**src/rtl/cv32e40p_wb_arbiter.sv**
```systemverilog
// Writeback arbiter in front of the register file write port: merges EX results and
// load responses into one registered write per cycle, with a one-entry EX skid buffer.
module cv32e40p_wb_arbiter #(
    parameter int DATA_WIDTH = 32
) (
    input  logic                  clk,
    input  logic                  rst_n,
    input  logic                  ex_valid_i,
    output logic                  ex_ready_o,
    input  logic [4:0]            ex_waddr_i,
    input  logic [DATA_WIDTH-1:0] ex_wdata_i,
    input  logic                  lsu_valid_i,
    input  logic [4:0]            lsu_waddr_i,
    input  logic [DATA_WIDTH-1:0] lsu_wdata_i,
    input  logic                  lsu_issue_i,
    input  logic [4:0]            lsu_issue_addr_i,
    output logic                  rf_we_o,
    output logic [4:0]            rf_waddr_o,
    output logic [DATA_WIDTH-1:0] rf_wdata_o,
    output logic [31:0]           busy_o
);

    logic                  buf_valid;
    logic [4:0]            buf_addr;
    logic [DATA_WIDTH-1:0] buf_data;
    logic [31:1]           busy_q;

    logic                  ex_xfer;
    logic                  sel_valid;
    logic [4:0]            sel_addr;
    logic [DATA_WIDTH-1:0] sel_data;
    logic [31:0]           busy_set;
    logic [31:0]           busy_clr;

    // Readiness depends only on the buffer, so there is no input-to-ready path.
    assign ex_ready_o = !buf_valid;
    assign ex_xfer    = ex_valid_i && ex_ready_o;

    // Loads are always older than a competing EX result, so they win the port.
    always_comb begin
        sel_valid = 1'b0;
        sel_addr  = ex_waddr_i;
        sel_data  = ex_wdata_i;
        if (lsu_valid_i) begin
            sel_valid = 1'b1;
            sel_addr  = lsu_waddr_i;
            sel_data  = lsu_wdata_i;
        end else if (buf_valid) begin
            sel_valid = 1'b1;
            sel_addr  = buf_addr;
            sel_data  = buf_data;
        end else if (ex_xfer) begin
            sel_valid = 1'b1;
        end
    end

    always_ff @(posedge clk or negedge rst_n) begin
        if (!rst_n) begin
            buf_valid  <= 1'b0;
            buf_addr   <= 5'd0;
            buf_data   <= '0;
            rf_we_o    <= 1'b0;
            rf_waddr_o <= 5'd0;
            rf_wdata_o <= '0;
        end else begin
            if (lsu_valid_i) begin
                if (ex_xfer) begin
                    buf_valid <= 1'b1;
                    buf_addr  <= ex_waddr_i;
                    buf_data  <= ex_wdata_i;
                end
            end else if (buf_valid) begin
                buf_valid <= 1'b0;
            end

            // Writes to x0 are consumed but never enabled at the register file.
            rf_we_o <= sel_valid && (sel_addr != 5'd0);
            if (sel_valid) begin
                rf_waddr_o <= sel_addr;
                rf_wdata_o <= sel_data;
            end
        end
    end

    always_comb begin
        busy_set = 32'd0;
        busy_clr = 32'd0;
        if (lsu_issue_i) busy_set = 32'd1 << lsu_issue_addr_i;
        if (lsu_valid_i) busy_clr = 32'd1 << lsu_waddr_i;
    end

    // Set wins over clear so a re-issue in the response cycle keeps the bit busy.
    always_ff @(posedge clk or negedge rst_n) begin
        if (!rst_n) begin
            busy_q <= '0;
        end else begin
            busy_q <= (busy_q & ~busy_clr[31:1]) | busy_set[31:1];
        end
    end

    assign busy_o = {busy_q, 1'b0};

endmodule

```
**config.mk**
```make
export PLATFORM = sky130hd
export DESIGN_NAME = cv32e40p_wb_arbiter
export DESIGN_NICKNAME = d
export VERILOG_FILES = /design/src/rtl/cv32e40p_wb_arbiter.sv
export SDC_FILE = /design/constraint.sdc
export NUM_CORES = 1
export LEC_CHECK = 0
export CORE_UTILIZATION = 50
export DETAILED_ROUTE_END_ITERATION = 7
export PLACE_DENSITY = 0.95
export SETUP_SLACK_MARGIN = 0.02
export SYNTH_ARGS = -nofsm -noshare
export SYNTH_HDL_FRONTEND = slang
export SYNTH_SLANG_ARGS = --single-unit
```
**constraint.sdc**
```tcl
create_clock -name clk -period 4.05 [get_ports clk]
set_input_delay 0.81 -clock clk [delete_from_list [all_inputs] [get_ports clk]]
set_output_delay 0.81 -clock clk [all_outputs]
set_load 0.05 [all_outputs]
```
==> results.py <==
metrics = {
    "outcome": {
        "status": "complete, no violations",
    },
    "global_route": {
        "grt_pass1_wl_um": 20000,
        "antenna_found_initial": 0,
        "grt_usage_pct": 25.4,
        "overflow": 0,
        "grt_max_degree": 75,
        "grt_pass1_vias": 4150,
    },
    "hold_path": {
        "worstHoldPathType": "in2async",
    },
    "worst_setup_path": {
        "endpoint_kind": "output port",
        "cp_cell_sequence": "inv_2 > clkdlybuf4s50_1",
        "critical_path.slowest_cell": "clkdlybuf4s50_1",
        "start_kind": "register",
        "crit_required_ps": 3240,
        "critical_path_arrival_ps": 1690,
        "path_class": "reg2out",
        "path_max_fanout": 2,
        "slowest_delay_ps": 820,
    },
    "cells_and_area": {
        "drive_gt1_share_pct": 11.3,
        "fin_nets": 688,
        "antenna_cells": 0,
        "fillers": 662,
        "fin_area_um2": 6660,
        "synthToLayoutAreaGrowth_pct": 34.9,
    },
    "yosys": {
        "ys_top_cells_by_area": "dfrtp_1 (54%), mux2_2 (8.4%), mux2i_1 (7.3%)",
        "netlist_area_um2": 4930,
        "netlist_top_cells_count": "dfrtp_1 (107), o21ai_0 (68), nand2_1 (44)",
        "synth_top_flop_cell": "dfrtp_1",
        "ys_types": 33,
        "async_reset_ff_share_pct": 100,
        "synth_nets": 545,
        "synth-edff-count": 0,
        "avgSynthCellArea_um2": 10.7,
        "synth_warnings": 0,
        "yosysSeqAreaShare_pct": 54.3,
        "netlist.top_cell.by_area": "dfrtp_1",
        "synthCells": 461,
        "yosysMostFrequentCell": "dfrtp_1",
        "ys_seq_elements": 107,
        "synth_top_area_share_pct": 54.3,
    },
    "floorplan": {
        "core.rowCount": 35,
        "start_util_pct": 52.4,
        "die_y_um": 101,
        "dieArea_um2": 10300,
        "die_w_um": 101,
        "num_io_pins": 155,
        "coreArea_um2": 9420,
    },
    "power_and_ir_drop": {
        "power.density_nw_per_um2": 477,
        "ir_drop_mv": 0.333,
        "p_leak_nw": 2.69,
    },
    "sta": {
        "max_freq_mhz": 399,
        "fin_crit_sh_pct": 61.8,
        "setup-tns-final_ps": 0,
        "worstMarginPinSlew_ps": 729,
        "finalMaxSlewViolations": 0,
        "period_minus_slack_ps": 2500,
        "rsz0062_at_grt": "false",
        "setup_violations": 0,
        "finClkSkew_ps": 15.0,
        "slew_headroom_pct": 51.4,
        "hold_violations": 0,
    },
    "detailed_routing": {
        "dr.pass1.iters": 5,
        "drc": 0,
        "wirelength_um": 12600,
        "avgRoutedWirePerCell_um": 17.1,
        "antenna_left": 0,
        "vias": 4118,
        "drt_first_iter_violations": 183,
        "vias_per_cell": 5.58,
    },
    "cts": {
        "cts_resized": 0,
        "clk_latency_ps": 370,
        "cts_tree": "yes",
        "cts_setup_buffers": 0,
        "root_buffer": "clkbuf_8",
        "clk_pin_slew_worst_paths_ps": 110,
        "clk_path_buf_depth": 2,
        "htree_num_levels": 3,
        "numCtsBuffers": 9,
        "cts.sinks": 107,
        "hold_buffers": 0,
    },
    "placement": {
        "placed_area_um2": 6450,
        "routabilityCongestion": 0.871,
        "dpl.hpwl_um": 9190,
        "portBuffers": 153,
    },
    "job": {
        "maxCapViolations": 0,
    },
}
flip-flops by register name, indices dropped and copies added, names as in the netlist:
name,cells
buf_data,32
rf_wdata_o,32
rf_we_o,1
busy_q,31
buf_valid,1
rf_waddr_o,5
buf_addr,5
cell type report:
class	instances	area [µm²]	area share [%]
flip-flops and latches	107	2680	40.3
multi-input cells	326	2030	30.6
repair buffers	159	1570	23.6
well taps	129	161	2.43
clock buffers	10	138	2.07
clock inverters	6	70.1	1.05
inverters	1	3.75	0.0564
stage by stage:
step           power (mW)  util [%]  setup slack (ps)  hold WS, ps  std cells
6_report             3.17      70.7              1550          467        738
5_1_grt              3.31      70.7              1500          511        738
4_1_cts              3.19      70.7              1530          491        738
3_5_place_dp         2.51      68.5              1410          476        722
3_3_place_gp         2.47      68.5              1550          465        722
2_1_floorplan        2.07         -              2300          464        461
placed cells by master (no fill, tap or decap), types with 2 or more instances in the layout:
| cell type | count |
|---|---|
| nand4b_1 | 2 |
| nor2b_1 | 3 |
| nand3_1 | 6 |
| nand2b_1 | 10 |
| dfrtp_1 | 106 |
| a21oi_1 | 35 |
| or2_2 | 2 |
| inv_6 | 2 |
| nand2_1 | 44 |
| clkinvlp_4 | 3 |
| mux2i_1 | 36 |
| o21ai_1 | 30 |
| nand3b_1 | 3 |
| o21ai_0 | 68 |
| mux2_1 | 2 |
| clkbuf_8 | 10 |
| nor2_1 | 38 |
| buf_4 | 7 |
| clkdlybuf4s50_1 | 151 |
| mux2_2 | 37 |
metal layers:
| metal | wire (µm) | share of wire (%) | global-route usage (%) |
|---|---|---|---|
| met4 | 258 | 2.0 | 9.81 |
| met5 | 0 | 0 | 0 |
| met3 | 997 | 7.9 | 5.66 |
| met2 | 6140 | 49 | 44.2 |
| met1 | 5210 | 41 | 30.7 |
final timing paths:
check	startpoint	cells after the start	end	slack [ps]
worst max register to register	buf_valid	5	rf_wdata_o[19]	1960
worst max-delay path	buf_valid	2	ex_ready_o	1550
max in group asynchronous	rst_n	2	busy_q[28]	2700
worst min-delay path	rst_n	1	rf_wdata_o[20]	470
min in group clk	rf_waddr_o[4]	2	rf_waddr_o[4]	500
worst min register to register	rf_waddr_o[4]	2	rf_waddr_o[4]	500
power by group:
part           total [mW]  leakage (nW)  switching, mW  internal, mW
Combinational        1.13          1.30          0.706         0.422
Clock               0.679        0.0955          0.372         0.307
Sequential           1.37          1.29          0.108          1.26
critical path, delay by kind of cell, from the launching register on:
family,cells,cell delay [ps]
DFF,1,420
buffers and inverters,2,910
cells by family after synthesis:
family | after synthesis | share of synthesized area, %
AOI/OAI and AO/OA | 137 | 14.3
buffers and inverters | 28 | 4.64
DFF | 107 | 54.3
muxes | 75 | 16.2
other | 1 | 0.0760
and+or+nand+nor | 113 | 10.5
Note: power is estimated with default switching activity, not from simulation.
